$ cat config.mk
export PLATFORM = sky130hd
export DESIGN_NAME = imm_gen_pipe_flat
export DESIGN_NICKNAME = d
export VERILOG_FILES = /design/src/rtl/cpu_pkg.sv /design/src/rtl/imm_gen_pipe_if.sv /design/src/rtl/imm_decode.sv /design/src/rtl/imm_gen_pipe.sv /design/src/flat_wrapper.sv
export SDC_FILE = /design/constraint.sdc
export NUM_CORES = 1
export LEC_CHECK = 0
export CAP_MARGIN = 20
export CORE_MARGIN = 8
export CORE_UTILIZATION = 50
export DETAILED_ROUTE_END_ITERATION = 8
export PLACE_DENSITY = 0.82
export SETUP_SLACK_MARGIN = 0.1
export SYNTH_ARGS = -nofsm -noshare
export SYNTH_HDL_FRONTEND = slang
export SYNTH_SLANG_ARGS = --single-unit
$ cat constraint.sdc
create_clock -name clk_i -period 4.7 [get_ports clk_i]
set_clock_uncertainty 0.05 [all_clocks]
set_input_delay 0.47 -clock clk_i [delete_from_list [all_inputs] [get_ports clk_i]]
set_output_delay 0.47 -clock clk_i [all_outputs]
set_load 0.05 [all_outputs]
$ cat src/rtl/cpu_pkg.sv
// rtl/cpu_pkg.sv - shared datapath width and immediate format select
package cpu_pkg;

  localparam int WIDTH = 32;

  // Encoding 3'd7 is deliberately left unassigned; it is the unsupported format.
  typedef enum logic [2:0] {
    IMM_I  = 3'd0,
    IMM_S  = 3'd1,
    IMM_B  = 3'd2,
    IMM_U  = 3'd3,
    IMM_J  = 3'd4,
    IMM_Z  = 3'd5,
    IMM_SH = 3'd6
  } imm_src_e;

endpackage

$ cat src/rtl/imm_gen_pipe_if.sv
// rtl/imm_gen_pipe_if.sv - instruction-in / immediate-out handshake bundle
interface imm_gen_pipe_if
  import cpu_pkg::*;
#(
  parameter int WIDTH = cpu_pkg::WIDTH,
  parameter int TAG_W = 32
);

  logic             in_valid_i;
  logic             in_ready_o;
  logic [31:0]      instr_i;
  imm_src_e         imm_src_i;
  logic [TAG_W-1:0] tag_i;
  logic             out_valid_o;
  logic             out_ready_i;
  logic [WIDTH-1:0] imm_o;
  logic [TAG_W-1:0] tag_o;
  logic             illegal_o;

  modport slave (
    input  in_valid_i, instr_i, imm_src_i, tag_i, out_ready_i,
    output in_ready_o, out_valid_o, imm_o, tag_o, illegal_o
  );

  modport master (
    output in_valid_i, instr_i, imm_src_i, tag_i, out_ready_i,
    input  in_ready_o, out_valid_o, imm_o, tag_o, illegal_o
  );

endinterface

$ cat src/rtl/imm_decode.sv
// rtl/imm_decode.sv - combinational immediate extraction for all formats
module imm_decode
  import cpu_pkg::*;
#(
  parameter int WIDTH = cpu_pkg::WIDTH
) (
  input  logic [31:0]      instr,
  input  imm_src_e         imm_src,
  output logic [WIDTH-1:0] imm,
  output logic             illegal
);

  if (WIDTH != 32 && WIDTH != 64) begin : g_bad_width
    $error("imm_decode: WIDTH must be 32 or 64");
  end

  // Opcode bits never contribute to any immediate.
  logic unused_opcode;
  assign unused_opcode = ^instr[6:0];

  always_comb begin
    imm     = '0;
    illegal = 1'b0;
    case (imm_src)
      IMM_I:  imm = WIDTH'($signed(instr[31:20]));
      IMM_S:  imm = WIDTH'($signed({instr[31:25], instr[11:7]}));
      IMM_B:  imm = WIDTH'($signed({instr[31], instr[7], instr[30:25], instr[11:8], 1'b0}));
      IMM_U:  imm = WIDTH'($signed({instr[31:12], 12'h000}));
      IMM_J:  imm = WIDTH'($signed({instr[31], instr[19:12], instr[20], instr[30:21], 1'b0}));
      IMM_Z:  imm = WIDTH'(instr[19:15]);
      // RV64 shift amounts use one extra bit of the field.
      IMM_SH: imm = (WIDTH == 64) ? WIDTH'(instr[25:20]) : WIDTH'(instr[24:20]);
      default: begin
        imm     = '0;
        illegal = 1'b1;
      end
    endcase
  end

endmodule

$ cat src/rtl/imm_gen_pipe.sv
// rtl/imm_gen_pipe.sv - immediate generator with a two-entry skid output buffer
module imm_gen_pipe
  import cpu_pkg::*;
#(
  parameter int WIDTH = cpu_pkg::WIDTH,
  parameter int TAG_W = 32
) (
  input logic           clk_i,
  input logic           rst_i,
  input logic           flush_i,
  imm_gen_pipe_if.slave bus
);

  typedef enum logic [1:0] {EMPTY, ONE, FULL} buf_state_e;

  buf_state_e       state;
  logic             in_ready;
  logic             out_valid;
  logic [WIDTH-1:0] dec_imm;
  logic             dec_illegal;
  logic [WIDTH-1:0] main_imm,     skid_imm;
  logic [TAG_W-1:0] main_tag,     skid_tag;
  logic             main_illegal, skid_illegal;
  logic             accept;
  logic             emit;

  imm_decode #(.WIDTH(WIDTH)) u_decode (
    .instr   (bus.instr_i),
    .imm_src (bus.imm_src_i),
    .imm     (dec_imm),
    .illegal (dec_illegal)
  );

  assign accept = bus.in_valid_i && in_ready;
  assign emit   = out_valid && bus.out_ready_i;

  always_ff @(posedge clk_i or posedge rst_i) begin
    if (rst_i) begin
      state        <= EMPTY;
      in_ready     <= 1'b1;
      out_valid    <= 1'b0;
      main_imm     <= '0;
      main_tag     <= '0;
      main_illegal <= 1'b0;
      skid_imm     <= '0;
      skid_tag     <= '0;
      skid_illegal <= 1'b0;
    end else if (flush_i) begin
      // Flush wins over a same-cycle accept; the offered instruction is dropped.
      state        <= EMPTY;
      in_ready     <= 1'b1;
      out_valid    <= 1'b0;
      main_imm     <= '0;
      main_tag     <= '0;
      main_illegal <= 1'b0;
      skid_imm     <= '0;
      skid_tag     <= '0;
      skid_illegal <= 1'b0;
    end else begin
      case (state)
        EMPTY: begin
          if (accept) begin
            main_imm     <= dec_imm;
            main_tag     <= bus.tag_i;
            main_illegal <= dec_illegal;
            out_valid    <= 1'b1;
            state        <= ONE;
          end
        end
        ONE: begin
          if (accept && !emit) begin
            skid_imm     <= dec_imm;
            skid_tag     <= bus.tag_i;
            skid_illegal <= dec_illegal;
            in_ready     <= 1'b0;
            state        <= FULL;
          end else if (accept && emit) begin
            main_imm     <= dec_imm;
            main_tag     <= bus.tag_i;
            main_illegal <= dec_illegal;
          end else if (emit) begin
            out_valid <= 1'b0;
            state     <= EMPTY;
          end
        end
        FULL: begin
          // in_ready is low here, so only the drain of main can happen.
          if (emit) begin
            main_imm     <= skid_imm;
            main_tag     <= skid_tag;
            main_illegal <= skid_illegal;
            in_ready     <= 1'b1;
            state        <= ONE;
          end
        end
        default: begin
          state     <= EMPTY;
          in_ready  <= 1'b1;
          out_valid <= 1'b0;
        end
      endcase
    end
  end

  assign bus.in_ready_o  = in_ready;
  assign bus.out_valid_o = out_valid;
  assign bus.imm_o       = main_imm;
  assign bus.tag_o       = main_tag;
  assign bus.illegal_o   = main_illegal;

endmodule

$ cat src/flat_wrapper.sv
// flat-port wrapper written by rule: the top's interface ports become plain ports
module imm_gen_pipe_flat import cpu_pkg::*;
#(
  parameter int WIDTH = cpu_pkg::WIDTH,
  parameter int TAG_W = 32
)
  (clk_i, rst_i, flush_i, bus_in_valid_i, bus_instr_i, bus_imm_src_i, bus_tag_i, bus_out_ready_i, bus_in_ready_o, bus_out_valid_o, bus_imm_o, bus_tag_o, bus_illegal_o);
  imm_gen_pipe_if #(.WIDTH(WIDTH), .TAG_W(TAG_W)) bus_i ();
  input logic clk_i;
  input logic rst_i;
  input logic flush_i;
  input wire logic [$bits(bus_i.in_valid_i)-1:0] bus_in_valid_i;
  input wire logic [$bits(bus_i.instr_i)-1:0] bus_instr_i;
  input wire logic [$bits(bus_i.imm_src_i)-1:0] bus_imm_src_i;
  input wire logic [$bits(bus_i.tag_i)-1:0] bus_tag_i;
  input wire logic [$bits(bus_i.out_ready_i)-1:0] bus_out_ready_i;
  output wire logic [$bits(bus_i.in_ready_o)-1:0] bus_in_ready_o;
  output wire logic [$bits(bus_i.out_valid_o)-1:0] bus_out_valid_o;
  output wire logic [$bits(bus_i.imm_o)-1:0] bus_imm_o;
  output wire logic [$bits(bus_i.tag_o)-1:0] bus_tag_o;
  output wire logic [$bits(bus_i.illegal_o)-1:0] bus_illegal_o;
  assign bus_i.in_valid_i = bus_in_valid_i;
  assign bus_i.instr_i = bus_instr_i;
  assign bus_i.imm_src_i = bus_imm_src_i;
  assign bus_i.tag_i = bus_tag_i;
  assign bus_i.out_ready_i = bus_out_ready_i;
  assign bus_in_ready_o = bus_i.in_ready_o;
  assign bus_out_valid_o = bus_i.out_valid_o;
  assign bus_imm_o = bus_i.imm_o;
  assign bus_tag_o = bus_i.tag_o;
  assign bus_illegal_o = bus_i.illegal_o;
  imm_gen_pipe #(.WIDTH(WIDTH), .TAG_W(TAG_W)) u_core (.clk_i(clk_i), .rst_i(rst_i), .flush_i(flush_i), .bus(bus_i));
endmodule
======== Word-level counts from Yosys, hierarchy flattened ========
Cells that the tools add are included.
storage, ports and cells
  word-level logic and storage cells ...... 90
  input port bits ......................... 72
  register bits ........................... 134
operators by class
  reductions and logical operators ........ 16
  mux-type cells .......................... 46
  equal/unequal tests ..................... 19
operators by type and width
  kind                                                                      number
  32-bit 2-to-1 mux                                                         16
  32-bit case mux with 7 select lines                                       1
  32-bit case mux with 3 select lines                                       2
  1-bit 2-to-1 mux                                                          17
  3-bit by 2-bit inequality test with 1-bit output (second input constant)  5
  2-bit 2-to-1 mux                                                          6
  5-bit AND reduction                                                       2
  3-bit == test (second input constant)                                     3
  1-bit case mux with 3 select lines                                        3
  7-bit OR reduction                                                        1
  3-bit by 2-bit == test with 1-bit output (second input constant)          2
  3-bit inequality test (second input constant)                             2
  2-bit case mux with 3 select lines                                        1
  1-bit logical AND                                                         4
  2-bit inequality test (second input constant)                             2
  4-bit by 2-bit inequality test with 1-bit output (second input constant)  1
  4-bit by 3-bit inequality test with 1-bit output (second input constant)  1
  4-bit AND reduction                                                       1
  2-bit nonzero test                                                        2
  4-bit nonzero test                                                        1
  3-bit by 1-bit == test with 1-bit output (second input constant)          1
  3-bit logical NOT                                                         1
  3-bit AND reduction                                                       1
  2-bit by 1-bit == test with 1-bit output (second input constant)          1
  other kinds (4)                                                           4

======== Depth between registers and ports, before layout ========
Gate-level depths: netlist of the first run.
  depth after elaboration ................. 7
  gate-level depth with buffers ........... 9
  mapped depth without buffers ............ 6

======== By module ========
Synthesis of the first run repeated with hierarchy kept, for this count alone.
unflattened totals
  cells, all modules ...................... 686
  area, all modules ....................... 6,781.5 um2
modules (own cells, without submodules)
  module        area an instance (um2)  instances  cells an instance
  imm_gen_pipe  6,167.2                 1          600
  imm_decode    614.3                   1          86

======== Least setup slack after synthesis of the first run ========
No wires, ideal clock.
  kind .................................... register -> register
  start ................................... reg u_core.in_ready, in the netlist u_core.bus.in_ready_o
  end ..................................... reg u_core.state[0]
  cell stages (with the launch flop) ...... 6
  required time ........................... 4.525 ns
  clock period less this slack ............ 1.851 ns
  slack ................................... 2.849 ns
  setup time .............................. 0.125 ns
  data arrival time ....................... 1.677 ns
  path buffers ............................ 1
  cell sequence ........................... dfstp_2 -> buf_2 -> and4_1 -> o21ai_0 -> a21oi_1 -> mux2_2
on the way
  longest elaborated chain between the ends .. 5
  elaborated cells between the ends (all ways) .. 10
  those cells by class .................... eq/ne (3); mux (3); reduce/logical (4)
ends and longest elaborated chain
  item                                RTL line            RTL
  start: declaration                  imm_gen_pipe.sv:17  logic in_ready;
  start signal: assignment            imm_gen_pipe.sv:40  in_ready <= 1'b1;
  start signal: assignment            imm_gen_pipe.sv:51  in_ready <= 1'b1;
  start signal: assignment            imm_gen_pipe.sv:75  in_ready <= 1'b0;
  1-bit logical AND *                 imm_gen_pipe.sv:34  assign accept = bus.in_valid_i && in_ready;
  1-bit logical AND                   imm_gen_pipe.sv:71  if (accept && !emit) begin
  2-bit 2-to-1 mux                    imm_gen_pipe.sv:71
  2-bit case mux with 3 select lines  imm_gen_pipe.sv:60  case (state)
  2-bit 2-to-1 mux                    imm_gen_pipe.sv:48  end else if (flush_i) begin
  end signal: assignment              imm_gen_pipe.sv:50  state <= EMPTY;
  end signal: assignment              imm_gen_pipe.sv:67  state <= ONE;
  end signal: assignment              imm_gen_pipe.sv:76  state <= FULL;
  end: declaration                    imm_gen_pipe.sv:16  buf_state_e state;
Mark *: on every way between the ends. The rest lies on a longest branch, timed or not.
A chain may end at the register's enable or synchronous reset.

======== Final worst setup path of the first run ========
  start ................................... in bus_imm_src_i[0]
  end ..................................... reg u_core.main_imm[12], in the netlist u_core.bus.imm_o[12]
on the way
  longest elaborated chain between the ends .. 6
  elaborated cells between the ends (all ways) .. 13
  those cells by class .................... eq/ne (6); mux (6); reduce/logical (1)
ends and longest elaborated chain
  item                                         RTL line            RTL
  start: declaration                           flat_wrapper.sv:14  input wire logic [$bits(bus_i.imm_src_i)-1:0] bus_imm_src_i;
  3-bit == test, or another cell as far along  imm_decode.sv:24    case (imm_src)
  32-bit case mux with 7 select lines *        imm_decode.sv:24
  32-bit 2-to-1 mux                            imm_gen_pipe.sv:77  end else if (accept && emit) begin
  32-bit 2-to-1 mux                            imm_gen_pipe.sv:71
  32-bit case mux with 3 select lines *        imm_gen_pipe.sv:60
  32-bit 2-to-1 mux *                          imm_gen_pipe.sv:48
  end signal: assignment                       imm_gen_pipe.sv:63  main_imm <= dec_imm;
  end signal: assignment                       imm_gen_pipe.sv:78  main_imm <= dec_imm;
  end signal: assignment                       imm_gen_pipe.sv:89  main_imm <= skid_imm;
  end: declaration                             imm_gen_pipe.sv:21  logic [WIDTH-1:0] main_imm, skid_imm;
Mark *: on every way between the ends. The rest lies on a longest branch, timed or not. The select of a mux whose other input is x is not followed.

==> impl_metrics.env, run 1 <==
export IMPL_outcome="finished clean"
export IMPL_synth_edf_count=0
export IMPL_fin_ws_ps=1837
export IMPL_cp_depth=5
export IMPL_finalHoldViolCount=0
export IMPL_critPathSlowestCell="and3b_1"
export IMPL_diodes=0
export IMPL_std_cell_rows=42
export IMPL_die_w_um=130.6
export IMPL_post_cts_setup_buffers=0
export IMPL_crit_type="in -> reg"
export IMPL_critPathTopFamily="simple AND/OR/NAND/NOR gates"
export IMPL_crit_path_end="u_core.bus.imm_o[12]"
export IMPL_rsz0062_at_grt="false"
export IMPL_via_count=5648
export IMPL_die_area_um2=17070
export IMPL_ys_ff_latch=134
export IMPL_fillers=1059
export IMPL_syn_nets=750
export IMPL_cp_data_arrival_time_ps=3150
export IMPL_drive_gt1_share_pct=8.629
export IMPL_fin_tns_setup_ps=0
export IMPL_final_setup_viol_count=0
export IMPL_async_flop_share_pct=100.0
export IMPL_synth_area_um2=6571
export IMPL_cts_hold_buf=0
export IMPL_synth_ff_type="dfrtp_1"
export IMPL_cts_made_buffers=17
export IMPL_cts_htree_levels=4
export IMPL_finalNonFillerCells=964
export IMPL_clock_latency_ps=420
export IMPL_dpl_hpwl_mm=12.07
export IMPL_root_buffer="clkbuf_16"
export IMPL_avgSynthCellArea_um2=9.750
export IMPL_dp_cells=932
export IMPL_cp_required_ps=4990
export IMPL_worstMarginPinSlew_ps=1103
export IMPL_reg2reg_slack_ps=1930
export IMPL_drv_slew=0
export IMPL_clock_path_buffers=2
export IMPL_floorplan_initialDensity_pct=50.42
export IMPL_first_pass_iters=5
export IMPL_cp_slowest_stage_delay_ps=1010
export IMPL_ant_nets=0
export IMPL_cts_tree="done"
export IMPL_grt_max_degree=71
export IMPL_worst_slew_margin_rel_pct=26.44
export IMPL_hp_start="u_core.bus.imm_o[4]"
export IMPL_crit_fanout=30
export IMPL_netlist_instances=674
export IMPL_cp_cell_sequence="clkdlybuf4s50_1 -> and3b_1 -> o21ai_1 -> a221o_1 -> o21ai_1"
export IMPL_min_path_type="reg -> reg"
export IMPL_yosysWarningCount=0
export IMPL_grt_remaining_overflow=0
export IMPL_core_um2=13030
export IMPL_ff2ff_path_depth=7
export IMPL_num_nets_final=851
export IMPL_yosysSeqAreaShare_pct=51.05
export IMPL_track_usage_pct=21.60
export IMPL_powerDensity_nw_per_um2=549.2
export IMPL_power_leakage_uw=0.003513
export IMPL_vdd_drop_max_uv=363.8
export IMPL_cp_startpoint="bus_imm_src_i[0]"
export IMPL_syn_to_final_growth_pct=29.87
export IMPL_io_buffers=131
export IMPL_critPathLaunchType="input port"
export IMPL_post_route_min_period_ps=2863
export IMPL_cp_buffers_inverters=1
export IMPL_post_place_ws_ps=1473
export IMPL_dieHeight_um=130.6
export IMPL_post_route_period_util_pct=60.91
export IMPL_fmax_mhz=349.3
export IMPL_cts_resized=0
export IMPL_drtIter0Drc=529
export IMPL_grt_pass1_vias=5606
export IMPL_maxCapViolCount=0
export IMPL_vias_per_cell=5.859
export IMPL_ioPinCount=139
export IMPL_critPathCaptureType="flip-flop"
export IMPL_clkTransAtPathRegs_ps=50
export IMPL_drc_errors=0
export IMPL_routedWlPerCell_um=18.97
export IMPL_wirelength_mm=18.29
export IMPL_gp_congestion=0.8405
export IMPL_ys_types=51
export IMPL_r2r_start="u_core.state[0]"
export IMPL_r2r_end="u_core.bus.imm_o[11]"
export IMPL_cpMostUsedCell="o21ai_1"
export IMPL_cts_sinks=134
export IMPL_grt_pass1_wl_mm=28.74
export IMPL_holdWs_ps=424.9
export IMPL_antenna_found_initial=0
==> worst register-to-register path, cell delays in order (launching register included) <==
cell and delay [ps]:
dfrtp_1 420, inv_1 100, ha_1 260, or2_1 280, a31oi_4 790, buf_4 430
mux2i_1 240, a21oi_1 60
==> Yosys cell counts, types with 8 or more instances <==
cell / n / area [um^2]
o21ai_1: 16 / 80.08
inv_1: 12 / 45.04
a22o_1: 10 / 87.58
nor2_1: 40 / 150.1
a221o_1: 8 / 80.08
o21ai_0: 9 / 45.04
o31ai_1: 44 / 330.3
a211oi_1: 13 / 97.59
clkbuf_1: 16 / 60.06
a21oi_1: 60 / 300.3
buf_2: 33 / 165.2
dfrtp_1: 133 / 3328
mux2i_1: 35 / 350.3
o41ai_2: 10 / 162.7
a221oi_1: 8 / 70.07
nand2_1: 150 / 563.0
==> flip-flops by register name (all words and copies together), names as in the netlist <==
register / flops
u_core.bus.illegal_o: 1
u_core.bus.imm_o: 32
u_core.bus.in_ready_o: 1
u_core.bus.out_valid_o: 1
u_core.bus.tag_o: 32
u_core.skid_illegal: 1
u_core.skid_imm: 32
u_core.skid_tag: 32
u_core.state: 2
==> how the worst min path moves through the flow <==
stage	to	slack (ps)	depth (start not counted)
CTS	u_core.bus.tag_o[7]	430	2
global route	u_core.bus.tag_o[19]	450	2
global placement	u_core.skid_imm[11]	410	2
finish	u_core.bus.imm_o[4]	420	2
floorplan	u_core.skid_imm[11]	390	2
detailed placement	u_core.bus.tag_o[7]	420	2
==> cells in the final DEF, fill, tap and decap left out, types with 11 or more instances in the layout <==
master / instances
o31ai_1: 44
nand2_1: 150
dfrtp_1: 133
o21ai_1: 16
a21oi_1: 60
a211oi_1: 13
inv_1: 11
clkbuf_16: 17
clkdlybuf4s50_1: 130
nor2_1: 40
mux2i_1: 35
==> cell families (layout without fill, tap and decap cells) <==
logic type	after synthesis	count (layout)	share of synthesized area [%]
multiplexers	37	37	5.674
XOR/XNOR	1	1	0.1333
AND/OR/NAND/NOR	222	222	14.47
flip-flops	134	134	51.05
adder cells (fa/ha/maj)	5	5	0.9710
buffers and inverters	71	185	5.312
AO/OA/AOI/OAI	204	204	22.39
==> layout make-up <==
class | count | area (um^2) | area share [%]
flip-flops and latches | 134 | 3354 | 39.31
multi-input cells | 469 | 2892 | 33.88
repair buffers | 140 | 1389 | 16.27
clock buffers | 21 | 480.5 | 5.630
well taps | 176 | 220.2 | 2.580
clock inverters | 11 | 147.6 | 1.730
inverters | 13 | 51.30 | 0.6011
==> report_power, final <==
| group | switching, uW | total (uW) | internal, uW | leakage [uW] |
|---|---|---|---|---|
| clock | 499 | 1390 | 889 | 0.000297 |
| sequential | 146 | 1540 | 1390 | 0.00180 |
| combinational | 1180 | 1760 | 577 | 0.00142 |
==> metal layers <==
layer	vias to the layer above	wire (um)	track usage (%)
met4	0	404	9.588
met2	280	8933	34.89
met5	-	0	0
li1	2597	-	-
met3	38	1479	6.088
met1	2733	7473	26.53
==> through the flow <==
| stage | instance area [um^2] | util [%] | power, uW |
|---|---|---|---|
| floorplan | 6571 | - | 2736 |
| global placement | 7899 | 60.61 | 3257 |
| detailed placement | 7906 | 60.67 | 3316 |
| CTS | 8534 | 65.49 | 4718 |
| global route | 8534 | 65.49 | 4888 |
| finish | 8534 | 65.49 | 4687 |
No activity file was read; power rests on OpenSTA's default activity.
==> inputs of run 2 (changes only) <==
--- a/config.mk
+++ b/config.mk
@@ -7,9 +7,9 @@
 export LEC_CHECK = 0
 export CAP_MARGIN = 20
 export CORE_MARGIN = 8
-export CORE_UTILIZATION = 50
+export CORE_UTILIZATION = 46
 export DETAILED_ROUTE_END_ITERATION = 8
-export PLACE_DENSITY = 0.82
+export PLACE_DENSITY = 0.79
 export SETUP_SLACK_MARGIN = 0.1
 export SYNTH_ARGS = -nofsm -noshare
 export SYNTH_HDL_FRONTEND = slang
==> constraint.sdc (replaced) <==
create_clock -name clk_i -period 2.35 [get_ports clk_i]
set_clock_uncertainty 0.05 [all_clocks]
set_input_delay 0.235 -clock clk_i [delete_from_list [all_inputs] [get_ports clk_i]]
set_output_delay 0.235 -clock clk_i [all_outputs]
set_load 0.05 [all_outputs]
==> run 2 against run 1 <==
- register-to-register slack worse by 1600 ps
- total power is 100% higher
- cell count is 2.0% higher
- count of clock-buffer cells in the layout is 1 higher
- worst setup slack worse by 1700 ps
- routed wire length is 1.6% lower
- die area is 7.6% higher
- clock power is 100% higher
- first-iteration DRC count is 17% lower
- sequential power is 100% higher
- global-route usage is 1.4 points lower
- critical path type is now reg -> out
- critical endpoint is now bus_in_ready_o
==> impl_metrics.env, run 2 (synthesis results as in run 1) <==
export IMPL_ant_nets=0
export IMPL_post_cts_setup_buffers=0
export IMPL_p_seq_share_pct=32.5
export IMPL_worst_slew_margin_rel_pct=52.22
export IMPL_critPathCaptureType="primary output"
export IMPL_final_cell_mix="nand2_1 (150), dfrtp_1 (133), clkdlybuf4s50_1 (130)"
export IMPL_cts_sinks=134
export IMPL_clock_path_buffers=2
export IMPL_cp_slowest_stage_delay_ps=840
export IMPL_vdd_drop_max_uv=537.2
export IMPL_min_path_type="in -> async"
export IMPL_critPathSlowestCell="clkdlybuf4s50_1"
export IMPL_wirelength_mm=17.99
export IMPL_fmax_mhz=459.6
export IMPL_grt_pass1_vias=5826
export IMPL_crit_fanout=11
export IMPL_core_um2=13930
export IMPL_cts_htree_levels=4
export IMPL_dpl_hpwl_mm=12.32
export IMPL_post_route_period_util_pct=92.59
export IMPL_drv_slew=0
export IMPL_clkPwrFrac_pct=29.7
export IMPL_ioPinCount=139
export IMPL_die_w_um=135.5
export IMPL_floorplan_initialDensity_pct=47.16
export IMPL_grt_max_degree=70
export IMPL_routedWlPerCell_um=18.30
export IMPL_cp_cell_sequence="clkdlybuf4s50_1"
export IMPL_syn_to_final_growth_pct=32.56
export IMPL_vias_per_cell=5.766
export IMPL_via_count=5668
export IMPL_p_int_uw=5880
export IMPL_gp_congestion=0.8210
export IMPL_drive_gt1_share_pct=10.34
export IMPL_power_leakage_uw=0.003617
export IMPL_track_usage_pct=20.18
export IMPL_first_pass_iters=5
export IMPL_design_area_um2=8711
export IMPL_cts_hold_buf=0
export IMPL_antenna_found_initial=0
export IMPL_drc_errors=0
export IMPL_cp_data_arrival_time_ps=1890
export IMPL_placed_cell_area_um2=8078
export IMPL_die_area_um2=18370
export IMPL_root_buffer="clkbuf_16"
export IMPL_finalHoldViolCount=0
export IMPL_diodes=0
export IMPL_critPathLaunchType="flip-flop"
export IMPL_num_nets_final=868
export IMPL_cp_buffers_inverters=1
export IMPL_io_buffers=131
export IMPL_fin_tns_setup_ps=0
export IMPL_cp_required_ps=2070
export IMPL_cts_tree="done"
export IMPL_grt_pass1_wl_mm=29.35
export IMPL_dieHeight_um=135.5
export IMPL_outcome="finished clean"
export IMPL_cts_made_buffers=17
export IMPL_crit_type="reg -> out"
export IMPL_post_route_min_period_ps=2176
export IMPL_clkTransAtPathRegs_ps=50
export IMPL_final_setup_viol_count=0
export IMPL_maxCapViolCount=0
export IMPL_final_common_cell="nand2_1"
export IMPL_pwr_share_comb_pct=37.8
export IMPL_critPathTopFamily="buffers and inverters"
export IMPL_rsz0062_at_grt="false"
export IMPL_clock_latency_ps=420
export IMPL_p_switching_uw=3610
export IMPL_grt_remaining_overflow=0
export IMPL_drtIter0Drc=440
export IMPL_cts_resized=0
export IMPL_worstMarginPinSlew_ps=714.0
export IMPL_powerDensity_nw_per_um2=1089
export IMPL_switching_share_pct=38.04
export IMPL_std_cell_rows=43
## run 2: cell type report
cell class	count	area [um^2]
Clock buffer	22	484.2
Clock inverter	8	146.4
Fill cell	1130	5224
Inverter	13	52.55
Multi-Input combinational cell	469	2894
Sequential cell	134	3354
Tap cell	180	225.2
Timing Repair Buffer	157	1554
## run 2: power groups by stage
stage | sequential (uW) | clock [uW] | combinational, uW
finish | 3080 | 2820 | 3590
global route | 3130 | 2960 | 3840
CTS | 3080 | 2870 | 3620
detailed placement | 3110 | 0 | 3600
global placement | 3080 | 0 | 3520
floorplan | 4110 | 0 | 1360
## run 2: per-layer routing
layer,vias up,track usage (%),part of all wire (%)
met5,-,0,0
met4,0,10.18,2.5
met3,38,6.157,8.3
met2,212,32.96,49
met1,2788,23.65,40
li1,2630,-,-
## run 2: worst paths after layout
path | start | to | slack (ps) | depth (start not counted)
setup reg to reg | u_core.state[0] | u_core.bus.imm_o[24] | 290 | 7
max in group asynchronous | rst_i | u_core.bus.imm_o[10] | 1410 | 3
min in group clk_i | flush_i | u_core.skid_illegal | 250 | 2
setup / recovery | u_core.bus.in_ready_o | bus_in_ready_o | 170 | 1
hold reg to reg | u_core.skid_imm[11] | u_core.skid_imm[11] | 430 | 2
hold / removal | rst_i | u_core.skid_tag[18] | 140 | 2
## run 2: metrics by stage
step                utilization, %  setup WS, ps  total power [uW]  hold slack [ps]  cells
global route                 62.51         117.7              9930            169.3    983
floorplan                        -         400.6              5472            315.7    674
CTS                          62.49         147.7              9568            134.5    983
detailed placement           57.97         142.9              6714            415.4    953
finish                       62.51         174.3              9490            137.2    983
global placement             57.97         237.5              6609            403.3    953
==> inputs of run 3 (changes only) <==
--- a/config.mk
+++ b/config.mk
@@ -6,7 +6,7 @@
 export NUM_CORES = 1
 export LEC_CHECK = 0
 export CAP_MARGIN = 20
-export CORE_MARGIN = 8
+export CORE_MARGIN = 2
 export CORE_UTILIZATION = 46
 export DETAILED_ROUTE_END_ITERATION = 8
 export PLACE_DENSITY = 0.79
==> constraint.sdc (replaced) <==
create_clock -name clk_i -period 2.35 [get_ports clk_i]
set_clock_uncertainty 0.05 [all_clocks]
set_input_delay 0.235 -clock clk_i [delete_from_list [all_inputs] [get_ports clk_i]]
set_output_delay 0.235 -clock clk_i [all_outputs]
set_load 0.02 [all_outputs]
==> run 3 against run 2 <==
- sequential power hardly changed
- die area is 17% lower
- first-iteration DRC count is 11% higher
- critical path depth is 7 higher
- count of clock-buffer cells in the layout is 3 higher
- total power is 5.7% lower
==> impl_metrics.env, run 3 (synthesis results as in run 1) <==
export IMPL_cts_htree_levels=4
export IMPL_routedWlPerCell_um=17.89
export IMPL_fin_tns_setup_ps=0
export IMPL_std_cell_rows=43
export IMPL_p_seq_share_pct=34.3
export IMPL_regArea_um2=3354
export IMPL_post_route_min_period_ps=2073
export IMPL_critPathLaunchType="flip-flop"
export IMPL_finalNonFillerCells=987
export IMPL_switching_share_pct=32.70
export IMPL_grt_pass1_vias=5794
export IMPL_cts_made_buffers=17
export IMPL_multi_input_area_um2=2892
export IMPL_root_buffer="clkbuf_16"
export IMPL_die_area_um2=15260
export IMPL_finalHoldViolCount=0
export IMPL_first_pass_iters=5
export IMPL_vias_per_cell=5.784
export IMPL_track_usage_pct=23.81
export IMPL_grt_remaining_overflow=0
export IMPL_fmax_mhz=482.3
export IMPL_crit_type="reg -> reg"
export IMPL_p_switching_uw=2928
export IMPL_p_int_uw=6025
export IMPL_die_w_um=123.5
export IMPL_power_leakage_uw=0.003654
export IMPL_clock_path_buffers=2
export IMPL_maxCapViolCount=0
export IMPL_floorplan_initialDensity_pct=47.16
export IMPL_crit_fanout=32
export IMPL_dpl_hpwl_mm=11.87
export IMPL_cts_hold_buf=0
export IMPL_clkPwrFrac_pct=32.7
export IMPL_vdd_drop_max_uv=515.7
export IMPL_clkTransAtPathRegs_ps=60
export IMPL_dp_cells=954
export IMPL_drtIter0Drc=487
export IMPL_via_count=5709
export IMPL_critPathCaptureType="flip-flop"
export IMPL_cts_tree="done"
export IMPL_io_buffers=131
export IMPL_outcome="finished clean"
export IMPL_pwr_share_comb_pct=32.9
export IMPL_wirelength_mm=17.66
export IMPL_diodes=0
export IMPL_grt_pass1_wl_mm=28.17
export IMPL_cp_required_ps=2610
export IMPL_cts_resized=0
export IMPL_ioPinCount=139
export IMPL_drc_errors=0
export IMPL_ant_nets=0
export IMPL_final_setup_viol_count=0
export IMPL_post_route_period_util_pct=88.23
export IMPL_cp_data_arrival_time_ps=2340
export IMPL_final_common_cell="nand2_1"
export IMPL_rsz0062_at_grt="false"
export IMPL_cts_sinks=134
export IMPL_final_cell_mix="nand2_1 (150), dfrtp_1 (133), clkdlybuf4s50_1 (130)"
export IMPL_worstMarginPinSlew_ps=661.8
export IMPL_num_nets_final=870
export IMPL_powerDensity_nw_per_um2=1019
export IMPL_min_path_type="in -> reg"
export IMPL_post_cts_setup_buffers=0
export IMPL_antenna_found_initial=0
export IMPL_core_um2=13930
export IMPL_worst_slew_margin_rel_pct=54.74
export IMPL_dieHeight_um=123.5
export IMPL_syn_to_final_growth_pct=33.70
export IMPL_fillers=1087
export IMPL_gp_congestion=0.8432
export IMPL_grt_max_degree=64
export IMPL_drive_gt1_share_pct=10.66
export IMPL_drv_slew=0
export IMPL_clock_latency_ps=410
==> run 3: path summary, 6_finish.rpt <==
path,depth (start not counted),to,start,slack (ps)
hold / removal,2,u_core.skid_imm[29],flush_i,130
min in group asynchronous,2,u_core.skid_tag[23],rst_i,180
max in group asynchronous,3,u_core.skid_illegal,rst_i,1290
setup reg to reg,8,u_core.bus.tag_o[22],u_core.state[0],280
setup / recovery,8,u_core.bus.tag_o[22],u_core.state[0],280
hold reg to reg,2,u_core.bus.tag_o[18],u_core.bus.tag_o[18],430
==> run 3: per-layer routing <==
layer / track usage, % / share of wire, %
met5: 0 / 0
met4: 11.36 / 2.5
met3: 5.443 / 6.9
met2: 38.91 / 48
met1: 29.90 / 42
==> run 3: worst max-delay path, stage by stage (launching register included) <==
cell and delay (ps):
dfrtp_1 410, inv_1 90, ha_1 260, or2_1 280, a31oi_4 320, buf_12 240, buf_4 200, nand2_1 60
o31ai_1 60
==> run 3: metrics by stage <==
stage	instance area [um^2]	worst slack, ps	total power, uW	hold WS [ps]	utilization (%)
final	8786	276.5	8953	133.6	63.05
after global routing	8786	114.7	9397	127.3	63.05
after CTS	8761	238.1	8956	114.6	62.87
after detailed placement	8098	62.79	6001	417.5	58.11
after global placement	8098	116.0	5889	405.8	58.11
after floorplan	6575	400.6	4776	315.7	-
==> run 3: area by class of cell <==
cell class                 instances  share of cell area (%)
sequential                       134                   38.18
multi-input combinational        469                   32.91
timing repair buffer             159                   18.20
clock buffer                      25                   5.981
tap                              180                   2.563
clock inverter                     7                   1.567
inverter                          13                  0.5981
==> run 3: power groups by stage <==
| stage | registers [uW] | logic [uW] | clock network [uW] |
|---|---|---|---|
| 2_1_floorplan | 3420 | 1360 | 0 |
| 3_3_place_gp | 3080 | 2810 | 0 |
| 3_5_place_dp | 3110 | 2890 | 0 |
| 4_1_cts | 3070 | 2910 | 2970 |
| 5_1_grt | 3130 | 3190 | 3070 |
| 6_report | 3080 | 2950 | 2930 |
